==> src/rtl/ps2_frame_decoder.sv <==
// PS/2 keyboard receive front end: synchronises and glitch-filters the raw lines,
// frames 11-bit packets (start, 8 data LSB-first, odd parity, stop), applies a
// stall timeout, and folds E0/F0 prefix bytes into flags on one qualified event.
module ps2_frame_decoder #(
   parameter int unsigned FILTER_LEN  = 8,
   parameter int unsigned TIMEOUT_CYC = 200000
) (
   input  logic       clk,
   input  logic       rst_n,
   input  logic       keyb_clk,
   input  logic       kdata,
   output logic [7:0] code,
   output logic       code_valid,
   output logic       is_break,
   output logic       is_extended,
   output logic       frame_err,
   output logic [1:0] err_type,
   output logic       busy
);

   localparam int unsigned TW = $clog2(TIMEOUT_CYC + 1);

   typedef enum logic [1:0] {StIdle, StData, StParity, StStop} state_t;

   logic          clk_s1, clk_s2, dat_s1, dat_s2;
   logic          filt_clk, filt_prev;
   logic [7:0]    filt_cnt;
   logic          sample;
   state_t        state;
   logic [2:0]    bitcnt;
   logic [7:0]    shreg;
   logic          par_bit;
   logic [TW-1:0] tcnt;
   logic          ext_pend, brk_pend;

   // Two-flop synchronisers; lines idle high so reset to 1.
   always_ff @(posedge clk or negedge rst_n) begin
      if (!rst_n) begin
         clk_s1 <= 1'b1;
         clk_s2 <= 1'b1;
         dat_s1 <= 1'b1;
         dat_s2 <= 1'b1;
      end else begin
         clk_s1 <= keyb_clk;
         clk_s2 <= clk_s1;
         dat_s1 <= kdata;
         dat_s2 <= dat_s1;
      end
   end

   // Filtered clock follows the synchronised clock only after FILTER_LEN
   // consecutive samples that disagree with it; any agreeing sample restarts.
   always_ff @(posedge clk or negedge rst_n) begin
      if (!rst_n) begin
         filt_clk  <= 1'b1;
         filt_prev <= 1'b1;
         filt_cnt  <= 8'd0;
      end else begin
         filt_prev <= filt_clk;
         if (clk_s2 == filt_clk) begin
            filt_cnt <= 8'd0;
         end else if (filt_cnt == 8'(FILTER_LEN - 1)) begin
            filt_clk <= clk_s2;
            filt_cnt <= 8'd0;
         end else begin
            filt_cnt <= filt_cnt + 8'd1;
         end
      end
   end

   // One-cycle sample event on the filtered falling edge; dat_s2 is the bit.
   always_comb begin
      sample = filt_prev & ~filt_clk;
   end

   // Frame FSM, timeout counter, prefix folding and all registered outputs.
   always_ff @(posedge clk or negedge rst_n) begin
      if (!rst_n) begin
         state       <= StIdle;
         bitcnt      <= 3'd0;
         shreg       <= 8'd0;
         par_bit     <= 1'b0;
         tcnt        <= '0;
         ext_pend    <= 1'b0;
         brk_pend    <= 1'b0;
         code        <= 8'd0;
         code_valid  <= 1'b0;
         is_break    <= 1'b0;
         is_extended <= 1'b0;
         frame_err   <= 1'b0;
         err_type    <= 2'b00;
         busy        <= 1'b0;
      end else begin
         code_valid <= 1'b0;
         frame_err  <= 1'b0;
         if (state == StIdle) begin
            tcnt <= '0;
            if (sample && !dat_s2) begin
               state  <= StData;
               bitcnt <= 3'd0;
               busy   <= 1'b1;
            end
         end else if (sample) begin
            tcnt <= '0;
            case (state)
               StData: begin
                  shreg  <= {dat_s2, shreg[7:1]};
                  bitcnt <= bitcnt + 3'd1;
                  if (bitcnt == 3'd7) begin
                     state <= StParity;
                  end
               end
               StParity: begin
                  par_bit <= dat_s2;
                  state   <= StStop;
               end
               StStop: begin
                  state <= StIdle;
                  busy  <= 1'b0;
                  if (!(^{shreg, par_bit})) begin
                     frame_err <= 1'b1;
                     err_type  <= 2'b01;
                     ext_pend  <= 1'b0;
                     brk_pend  <= 1'b0;
                  end else if (!dat_s2) begin
                     frame_err <= 1'b1;
                     err_type  <= 2'b10;
                     ext_pend  <= 1'b0;
                     brk_pend  <= 1'b0;
                  end else if (shreg == 8'hE0) begin
                     ext_pend <= 1'b1;
                  end else if (shreg == 8'hF0) begin
                     brk_pend <= 1'b1;
                  end else begin
                     code        <= shreg;
                     is_break    <= brk_pend;
                     is_extended <= ext_pend;
                     code_valid  <= 1'b1;
                     ext_pend    <= 1'b0;
                     brk_pend    <= 1'b0;
                  end
               end
               default: begin
                  state <= StIdle;
                  busy  <= 1'b0;
               end
            endcase
         end else if (tcnt == TW'(TIMEOUT_CYC)) begin
            // Stalled frame: drop it and any pending prefix.
            state     <= StIdle;
            busy      <= 1'b0;
            tcnt      <= '0;
            frame_err <= 1'b1;
            err_type  <= 2'b11;
            ext_pend  <= 1'b0;
            brk_pend  <= 1'b0;
         end else begin
            tcnt <= tcnt + TW'(1);
         end
      end
   end

endmodule

==> config.mk <==
export PLATFORM = sky130hd
export DESIGN_NAME = ps2_frame_decoder
export DESIGN_NICKNAME = d
export VERILOG_FILES = /design/src/rtl/ps2_frame_decoder.sv
export SDC_FILE = /design/constraint.sdc
export NUM_CORES = 1
export LEC_CHECK = 0
export ABC_CLOCK_PERIOD_IN_PS = 2600
export CAP_MARGIN = 0
export CORE_ASPECT_RATIO = 1.25
export CORE_UTILIZATION = 29
export CTS_CLUSTER_DIAMETER = 150
export DETAILED_ROUTE_END_ITERATION = 7
export GPL_ROUTABILITY_DRIVEN = 0
export PLACE_DENSITY = 0.49
export REMOVE_ABC_BUFFERS = 1
export SYNTH_ARGS = -nofsm -noshare
export SYNTH_HDL_FRONTEND = slang
export SYNTH_SLANG_ARGS = --single-unit
==> constraint.sdc <==
create_clock -name clk -period 2.6 [get_ports clk]
set_input_delay 0.52 -clock clk [delete_from_list [all_inputs] [get_ports clk]]
set_output_delay 0.52 -clock clk [all_outputs]
set_load 0.02 [all_outputs]
==> results.json, run 1 <==
{
  "layout_common_cells": "dfrtp_1, nor2_1, nand2_1, clkdlybuf4s50_1, nand3_1",
  "cts_tree": "built",
  "drt_pass1_iterations": 4,
  "areaGrowthSynthToFinish_pct": 23.62,
  "io_pins": 19,
  "power_frac_comb": 0.119,
  "status": "complete, no violations",
  "clkTransAtPathRegs_ns": 0.05,
  "avgSynthCellArea_sq_um": 11.29,
  "final_common_cell": "dfrtp_1",
  "startpoint_type": "flip-flop",
  "synth_cell_types": 43,
  "num_vias": 1890,
  "relSlewSlack": 0.5625,
  "crit_path_end_kind": "flip-flop",
  "p_sw_uw": 701.2,
  "grt_remaining_overflow": 0,
  "clk_latency_ns": 0.34,
  "drc": 0,
  "finalSetupViolCount": 0,
  "die_h_um": 115.8,
  "slew_viol_final": 0,
  "start_util": 0.2973,
  "drv_cap": 0,
  "place_hpwl_um": 3760,
  "portBuffers": 18,
  "fin_setup_tns_ns": 0,
  "cts.path.max_buffers": 2,
  "grt_usage": 0.1190,
  "finalClockSkew_ns": 0.006389,
  "rows": 41,
  "leakagePower_nw": 1.670,
  "drtAntennaViolNets": 0,
  "core_sq_um": 10110,
  "fin_nets": 303,
  "drive_gt1_frac": 0.1701,
  "placed_cells": 407,
  "finalCritPeriodShare": 0.8311,
  "synth_flop_cell": "dfrtp_1",
  "drt_first_iter_violations": 75,
  "cp.arrival_ns": 2.38,
  "m1WireLength_um": 2562,
  "grt_pass1_vias": 1978,
  "internal_power_mw": 2.278,
  "synth-warning-count": 0,
  "diodes": 0,
  "fmax_mhz": 462.8,
  "postSynthRegisterBits": 63,
  "post_cts_resize_count": 0,
  "met3_length_um": 148,
  "power.share.switching": 0.2354,
  "power_frac_seq": 0.372,
  "antenna_found_initial": 0,
  "cts_hold_buf": 0,
  "grt_max_degree": 28,
  "clockRootBuffer": "clkbuf_16",
  "pwr-share-clk": 0.509,
  "fillers": 995,
  "critical_path_class": "reg2reg",
  "p_per_area_nw_per_um2": 802.3,
  "ys_async_sr_fraction": 1.000,
  "cp_max_fo": 11,
  "synth_edf_count": 0,
  "cts_buffers": 9,
  "wl_per_cell_um": 12.91,
  "ir_drop_mv": 0.3551,
  "die_area_sq_um": 10770,
  "min_period_ns": 2.161,
  "hp-class": "in2async",
  "rsz0062_at_grt": "no",
  "worstPathRequired_ns": 2.82,
  "hold_violations": 0,
  "syn_area_sq_um": 3004,
  "syn_inst": 266,
  "grt_pass1_wl_um": 9646,
  "viasPerCell": 4.468,
  "totalWireLength_um": 5463,
  "clkSinkCount": 63,
  "worst_slew_pin_slew_ns": 0.6503,
  "die_w_um": 93.04,
  "final_cells": 423,
  "routed-wl-met2_um": 2589,
  "postCtsSetupBuffers": 0,
  "cts_max_level": 3,
  "highest_layer": "met4",
  "synth-seq-area-share": 0.5273
}
[synth_stat cells, drive strengths merged (4+ instances only)]
library cell,count,share of area
dfrtp,57,0.47
nor2,36,0.045
mux2,21,0.090
nand2,17,0.021
nand3,16,0.027
xor2,15,0.044
xnor2,14,0.047
ha,10,0.042
inv,10,0.012
clkbuf,8,0.010
o21ai,7,0.012
dfstp,6,0.052
and3,5,0.010
nand4,4,0.013
nor2b,4,0.0083
nor3,4,0.0067
[metal layers]
metal  vias up  track usage
met3        11      0.03346
met1       905       0.1443
met5         -            0
met2        29       0.1843
li1        945            -
met4         0      0.08000
[area by class of cell]
cell class	instances	area (sq um)	share of cell area
Sequential cell	63	1584	0.4266
Multi-Input combinational cell	184	1340	0.3609
Clock buffer	11	252.7	0.06806
Timing Repair Buffer	21	210.2	0.05660
Tap cell	129	161.4	0.04346
Clock inverter	5	127.6	0.03437
Inverter	10	37.54	0.01011
[power groups by stage]
| stage | clock network, mW | registers [mW] | logic [mW] |
|---|---|---|---|
| CTS | 1.56 | 1.11 | 0.364 |
| finish | 1.52 | 1.11 | 0.355 |
| floorplan | 0 | 1.13 | 0.211 |
| detailed placement | 0 | 1.13 | 0.362 |
| global route | 1.59 | 1.12 | 0.400 |
| global placement | 0 | 1.12 | 0.360 |
[worst max-delay path: stages (launching register included)]
cell	delay, ns
dfrtp_1	0.43
xor2_1	0.17
xnor3_2	0.48
xnor2_4	0.27
nand4_4	0.30
mux2_1	0.39
[worst paths after layout]
path	startpoint	cells past startpoint	end	slack, ns
min in group clk	clk_s1$_DFF_PN1_	0	clk_s2$_DFF_PN1_	0.35
max in group asynchronous	rst_n	2	tcnt[17]$_DFF_PN0_	1.86
hold / removal	rst_n	1	code[5]$_DFFE_PN0P_	0.11
setup / recovery	shreg[2]$_DFFE_PN0P_	5	is_extended$_DFFE_PN0P_	0.44
setup reg to reg	shreg[2]$_DFFE_PN0P_	5	is_extended$_DFFE_PN0P_	0.44
hold reg to reg	clk_s1$_DFF_PN1_	0	clk_s2$_DFF_PN1_	0.35
[per-stage QoR]
stage / power [mW] / utilization / hold WS (ns) / instance area, sq um / worst slack (ns)
floorplan: 1.340 / - / 0.2244 / 2962 / 0.5865
global placement: 1.482 / 0.3298 / 0.3463 / 3333 / 0.4414
detailed placement: 1.489 / 0.3298 / 0.3468 / 3333 / 0.4252
CTS: 3.031 / 0.3675 / 0.1143 / 3714 / 0.4208
global route: 3.109 / 0.3675 / 0.1470 / 3714 / 0.2994
finish: 2.979 / 0.3675 / 0.1145 / 3714 / 0.4391
[logic make-up after synthesis]
kind of cell / after synthesis / synth area share
buffers and inverters: 19 / 0.02665
DFF: 63 / 0.5273
xor gates and xnor gates: 30 / 0.09871
adders and majority gates: 10 / 0.04165
and+or+nand+nor: 102 / 0.1683
AOI/OAI and AO/OA: 21 / 0.04748
muxes: 21 / 0.08996
[registers in the layout (all words and copies together) (netlist names)]
signal	count
dat_s2	1
par_bit	1
clk_s1	1
busy	1
tcnt	18
code_valid	1
is_extended	1
clk_s2	1
state	2
filt_prev	1
filt_cnt	8
code	8
is_break	1
shreg	8
ext_pend	1
err_type	2
dat_s1	1
filt_clk	1
frame_err	1
brk_pend	1
bitcnt	3
Power figures use the tool's default switching activity.
==> run 2, diff against run 1 <==
--- a/config.mk
+++ b/config.mk
@@ -5,7 +5,7 @@
 export SDC_FILE = /design/constraint.sdc
 export NUM_CORES = 1
 export LEC_CHECK = 0
-export ABC_CLOCK_PERIOD_IN_PS = 2600
+export ABC_CLOCK_PERIOD_IN_PS = 2050
 export CAP_MARGIN = 0
 export CORE_ASPECT_RATIO = 1.25
 export CORE_UTILIZATION = 29
==> constraint.sdc (replaced) <==
create_clock -name clk -period 2.05 [get_ports clk]
set_input_delay 0.41 -clock clk [delete_from_list [all_inputs] [get_ports clk]]
set_output_delay 0.41 -clock clk [all_outputs]
set_load 0.02 [all_outputs]
==> run 2 against run 1 <==
Effect of this change:
- first-iteration DRC count up 8.0%
- sequential power up 26%
- final cell count rose by 2.6%
- clock power increased by 9.9%
- wire length is 0.40% lower
- count of clock-buffer cells in the layout unchanged
- non-clock buffer count up 11
- critical endpoint unchanged
- highest routed layer unchanged
==> results.json, run 2 (synthesized netlist as in run 1, its figures left out) <==
{
  "status": "complete, no violations",
  "cts_tree": "built",
  "finalClockSkew_ns": 0.005245,
  "core_sq_um": 10110,
  "die_w_um": 93.04,
  "reg2reg_from": "shreg[2]$_DFFE_PN0P_",
  "reg2reg_depth": 6,
  "drive_gt1_frac": 0.2000,
  "grt_remaining_overflow": 0,
  "viasPerCell": 4.495,
  "hp-class": "in2async",
  "met3_length_um": 167,
  "ff2ff_setup_slack_ns": 0.13,
  "grt_usage": 0.1189,
  "final_util": 0.3722,
  "worst_slew_pin_slew_ns": 0.4157,
  "crit_buf_inv": 1,
  "m1WireLength_um": 2545,
  "largest_reg_flops": 18,
  "grt_max_degree": 64,
  "rows": 41,
  "clk_latency_ns": 0.33,
  "areaGrowthSynthToFinish_pct": 25.20,
  "cpLargestDelayFamily": "XOR/XNOR gates",
  "clkSinkCount": 63,
  "layout_common_cells": "dfrtp_1, nor2_1, nand2_1, clkdlybuf4s50_1, nand3_1",
  "drt_first_iter_violations": 81,
  "drv_cap": 0,
  "leakagePower_nw": 1.708,
  "slew_viol_final": 0,
  "drc": 0,
  "cts.path.max_buffers": 2,
  "post_cts_resize_count": 0,
  "r2r_end": "is_extended$_DFFE_PN0P_",
  "hold_violations": 0,
  "regArea_sq_um": 1584,
  "drtAntennaViolNets": 0,
  "portBuffers": 18,
  "max_stage_delay_ns": 0.48,
  "wl_per_cell_um": 12.54,
  "totalWireLength_um": 5441,
  "cts_max_level": 3,
  "place_hpwl_um": 3731,
  "worstPathRequired_ns": 2.26,
  "fillers": 1010,
  "diodes": 0,
  "ir_drop_mv": 0.4072,
  "p_per_area_nw_per_um2": 943.0,
  "power_frac_seq": 0.396,
  "critical_path.cell_chain": "xor2_1, xnor3_2, xnor2_4, nand4_4, buf_12, mux2_1",
  "internal_power_mw": 2.663,
  "fin_nets": 314,
  "power_frac_comb": 0.132,
  "fin_setup_tns_ns": 0,
  "cpMaxStageDelayCell": "xnor3_2",
  "start_util": 0.2973,
  "die_h_um": 115.8,
  "antenna_found_initial": 0,
  "pwr-share-clk": 0.472,
  "top_register": "tcnt",
  "finalSetupViolCount": 0,
  "cts_buffers": 9,
  "highest_layer": "met4",
  "die_area_sq_um": 10770,
  "fmax_mhz": 519.6,
  "clockRootBuffer": "clkbuf_16",
  "routed-wl-met2_um": 2633,
  "critical_path_class": "reg2reg",
  "cp_max_fo": 11,
  "cp.arrival_ns": 2.14,
  "rsz0062_at_grt": "no",
  "drt_pass1_iterations": 4,
  "startpoint_type": "flip-flop",
  "finalCritPeriodShare": 0.9388,
  "p_sw_uw": 884.2,
  "multi_input_area_sq_um": 1340,
  "io_pins": 19,
  "crit_path_end_kind": "flip-flop",
  "total_power_mw": 3.547,
  "num_vias": 1951,
  "final_common_cell": "dfrtp_1",
  "relSlewSlack": 0.7209,
  "min_period_ns": 1.925,
  "power.share.switching": 0.2493,
  "grt_pass1_vias": 2038,
  "clkTransAtPathRegs_ns": 0.05,
  "grt_pass1_wl_um": 9818,
  "cts_hold_buf": 0
}
run 2: worst max path at each step:
stage,startpoint,end,slack (ns),cells after the start
after floorplan,shreg[2]$_DFFE_PN0P_,is_extended$_DFFE_PN0P_,0.04,5
after detailed placement,shreg[2]$_DFFE_PN0P_,is_extended$_DFFE_PN0P_,0.01,5
after CTS,shreg[2]$_DFFE_PN0P_,is_extended$_DFFE_PN0P_,0.002,5
after global routing,shreg[2]$_DFFE_PN0P_,is_extended$_DFFE_PN0P_,0.05,6
after global placement,shreg[2]$_DFFE_PN0P_,is_extended$_DFFE_PN0P_,0.03,5
final,shreg[2]$_DFFE_PN0P_,is_extended$_DFFE_PN0P_,0.13,6
run 2: final cells by class:
type | instances | area share
timing repair buffer | 32 | 0.08117
clock inverter | 5 | 0.02129
sequential | 63 | 0.4212
clock buffer | 11 | 0.06720
inverter | 10 | 0.009980
multi-input combinational | 184 | 0.3563
tap | 129 | 0.04291
run 2: worst reg2reg max path, cell delays in order (launching register included):
cell and delay (ns):
dfrtp_1 0.38, xor2_1 0.16, xnor3_2 0.48, xnor2_4 0.21
nand4_4 0.10, buf_12 0.17, mux2_1 0.30
run 2: metrics by stage:
stage	setup WS (ns)	hold WS (ns)	area, sq um	std cells
floorplan	0.03646	0.1144	2962	257
global placement	0.02845	0.3474	3408	417
detailed placement	0.01455	0.3468	3408	417
CTS	0.001922	0.1030	3741	433
global route	0.05233	0.1187	3761	434
finish	0.1254	0.07464	3761	434
run 2: power groups by stage:
stage / sequential, mW / clock, mW / combinational [mW]
3_3_place_gp: 1.43 / 0 / 0.477
3_5_place_dp: 1.43 / 0 / 0.483
5_1_grt: 1.42 / 1.78 / 0.537
2_1_floorplan: 1.43 / 0 / 0.268
4_1_cts: 1.41 / 1.72 / 0.483
6_report: 1.40 / 1.67 / 0.470
run 2: layer usage:
| metal | global-route usage | vias up |
|---|---|---|
| li1 | - | 970 |
| met1 | 0.1515 | 943 |
| met2 | 0.1828 | 29 |
| met3 | 0.04199 | 9 |
| met4 | 0.05128 | 0 |
| met5 | 0 | - |
run 2: repair_timing:
action	CTS	global route
endpoints found under the hold margin	0	0
setup buffers	0	1
endpoints found under the setup margin	0	10
==> run 3, diff against run 2 <==
--- a/config.mk
+++ b/config.mk
@@ -10,10 +10,9 @@
 export CORE_ASPECT_RATIO = 1.25
 export CORE_UTILIZATION = 29
 export CTS_CLUSTER_DIAMETER = 150
+export CTS_CLUSTER_SIZE = 24
 export DETAILED_ROUTE_END_ITERATION = 7
 export GPL_ROUTABILITY_DRIVEN = 0
-export PLACE_DENSITY = 0.49
-export REMOVE_ABC_BUFFERS = 1
 export SYNTH_ARGS = -nofsm -noshare
 export SYNTH_HDL_FRONTEND = slang
 export SYNTH_SLANG_ARGS = --single-unit
==> run 3 against run 2 <==
Effect of this change:
- maximum frequency fell by 3.1%
- count of clock-buffer cells in the layout did not move
- first-iteration DRC count rose by 4.9%
==> results.json, run 3 (synthesized netlist as in run 1, its figures left out) <==
{
  "fmax_mhz": 503.6,
  "max_stage_delay_ns": 0.49,
  "portBuffers": 18,
  "drv_cap": 0,
  "cts_hold_buf": 0,
  "min_period_ns": 1.986,
  "place_area_sq_um": 3408,
  "total_power_mw": 3.534,
  "antenna_found_initial": 0,
  "cp.arrival_ns": 2.19,
  "die_area_sq_um": 10770,
  "grt_usage": 0.1102,
  "largest_reg_flops": 18,
  "ir_drop_mv": 0.3936,
  "grt_pass1_wl_um": 9135,
  "crit_path_end_kind": "flip-flop",
  "final_cells": 434,
  "critical_path.cell_chain": "xor2_1, xnor3_2, xnor2_4, nand4_4, mux2_1",
  "top_usage_layer": "met2",
  "diodes": 0,
  "num_vias": 1955,
  "hp-class": "in2async",
  "fin_nets": 314,
  "io_pins": 19,
  "totalWireLength_um": 5303,
  "rows": 41,
  "status": "complete, no violations",
  "hold_violations": 0,
  "clkSinkCount": 63,
  "finalSetupViolCount": 0,
  "design_area_sq_um": 3762,
  "die_h_um": 115.8,
  "cp_max_fo": 6,
  "startpoint_type": "flip-flop",
  "finalCritPeriodShare": 0.9687,
  "syn_nets": 280,
  "cts_tree": "built",
  "drt_first_iter_violations": 85,
  "leakagePower_nw": 1.690,
  "drt_pass1_iterations": 4,
  "die_w_um": 93.04,
  "wl_per_cell_um": 12.22,
  "relSlewSlack": 0.7080,
  "critical_path_class": "reg2reg",
  "p_per_area_nw_per_um2": 939.4,
  "drc": 0,
  "final_common_cell": "dfrtp_1",
  "start_util": 0.2973,
  "top_register": "tcnt",
  "grtUsageMet3": 0.02362,
  "place_hpwl_um": 3588,
  "cts.path.max_buffers": 2,
  "drive_gt1_frac": 0.2000,
  "met2_usage": 0.1809,
  "cpMaxStageDelayCell": "xnor3_2",
  "slew_viol_final": 0,
  "viasPerCell": 4.505,
  "use_met1": 0.1309,
  "grt_pass1_vias": 1971,
  "layout_common_cells": "dfrtp_1, nor2_1, nand2_1, clkdlybuf4s50_1, nand3_1",
  "clockRootBuffer": "clkbuf_16",
  "areaGrowthSynthToFinish_pct": 25.24,
  "cts_max_level": 3,
  "clkTransAtPathRegs_ns": 0.06,
  "drtAntennaViolNets": 0,
  "worst_slew_pin_slew_ns": 0.4349,
  "core_sq_um": 10110,
  "finalClockSkew_ns": 0.007161,
  "grt_max_degree": 64,
  "worstPathRequired_ns": 2.25,
  "clk_latency_ns": 0.33,
  "cts_buffers": 9,
  "grt_remaining_overflow": 0,
  "fillers": 984,
  "placed_cells": 417
}
[run 3: cell count changes in the layout (fill, tap and decap cells not counted), sizes merged]
cell	delta
buf	-1
nand4	+1
[run 3: area by class of cell]
type | count | area, sq um | share of cell area
multi-input combinational | 185 | 1361 | 0.3618
timing repair buffer | 31 | 285.3 | 0.07582
sequential | 63 | 1584 | 0.4210
inverter | 10 | 37.54 | 0.009977
clock buffer | 11 | 252.7 | 0.06718
clock inverter | 5 | 80.08 | 0.02128
tap | 129 | 161.4 | 0.04290
[run 3: metrics by stage]
step	hold WS (ns)	util	TNS, ns	setup slack, ns
3_3_place_gp	0.3471	0.3373	0	0.04773
3_5_place_dp	0.3475	0.3373	0	0.03295
2_1_floorplan	0.1144	-	0	0.09026
5_1_grt	0.1175	0.3723	-0.002950	-0.002950
4_1_cts	0.1001	0.3702	0	0.001027
6_report	0.07123	0.3723	0	0.06421
[run 3: path summary, 6_finish.rpt]
kind                                      start                      end  slack [ns]  depth (start not counted)
max                        shreg[2]$_DFFE_PN0P_  is_extended$_DFFE_PN0P_        0.06                          5
min in group clk               clk_s1$_DFF_PN1_         clk_s2$_DFF_PN1_        0.35                          0
min                                       rst_n    filt_cnt[7]$_DFF_PN0_        0.07                          2
min reg2reg                    clk_s1$_DFF_PN1_         clk_s2$_DFF_PN1_        0.35                          0
max in group asynchronous                 rst_n         dat_s1$_DFF_PN1_        1.65                          2
max reg2reg                shreg[2]$_DFFE_PN0P_  is_extended$_DFFE_PN0P_        0.06                          5
[run 3: repair_timing]
action                                  in CTS  in global routing
gates resized for setup                      0                  1
setup buffers                                0                  0
endpoints found under the setup margin       0                 10
[run 3: worst max-delay path: cells and delay by family, from the launching register on]
| kind | cells | cell delay [ns] |
|---|---|---|
| XOR/XNOR | 3 | 0.90 |
| flip-flops | 1 | 0.39 |
| multiplexers | 1 | 0.36 |
| AND/OR/NAND/NOR | 1 | 0.22 |
[run 3: per-layer routing]
metal / wire, um / up-vias
li1: - / 977
met1: 2404 / 944
met2: 2614 / 24
met3: 138 / 10
met4: 145 / 0
met5: 0 / -
[run 3: report_power, final]
group	internal (mW)	leakage, nW	switching, mW
Combinational	0.195	0.682	0.270
Clock	1.13	0.158	0.534
Sequential	1.34	0.851	0.0677
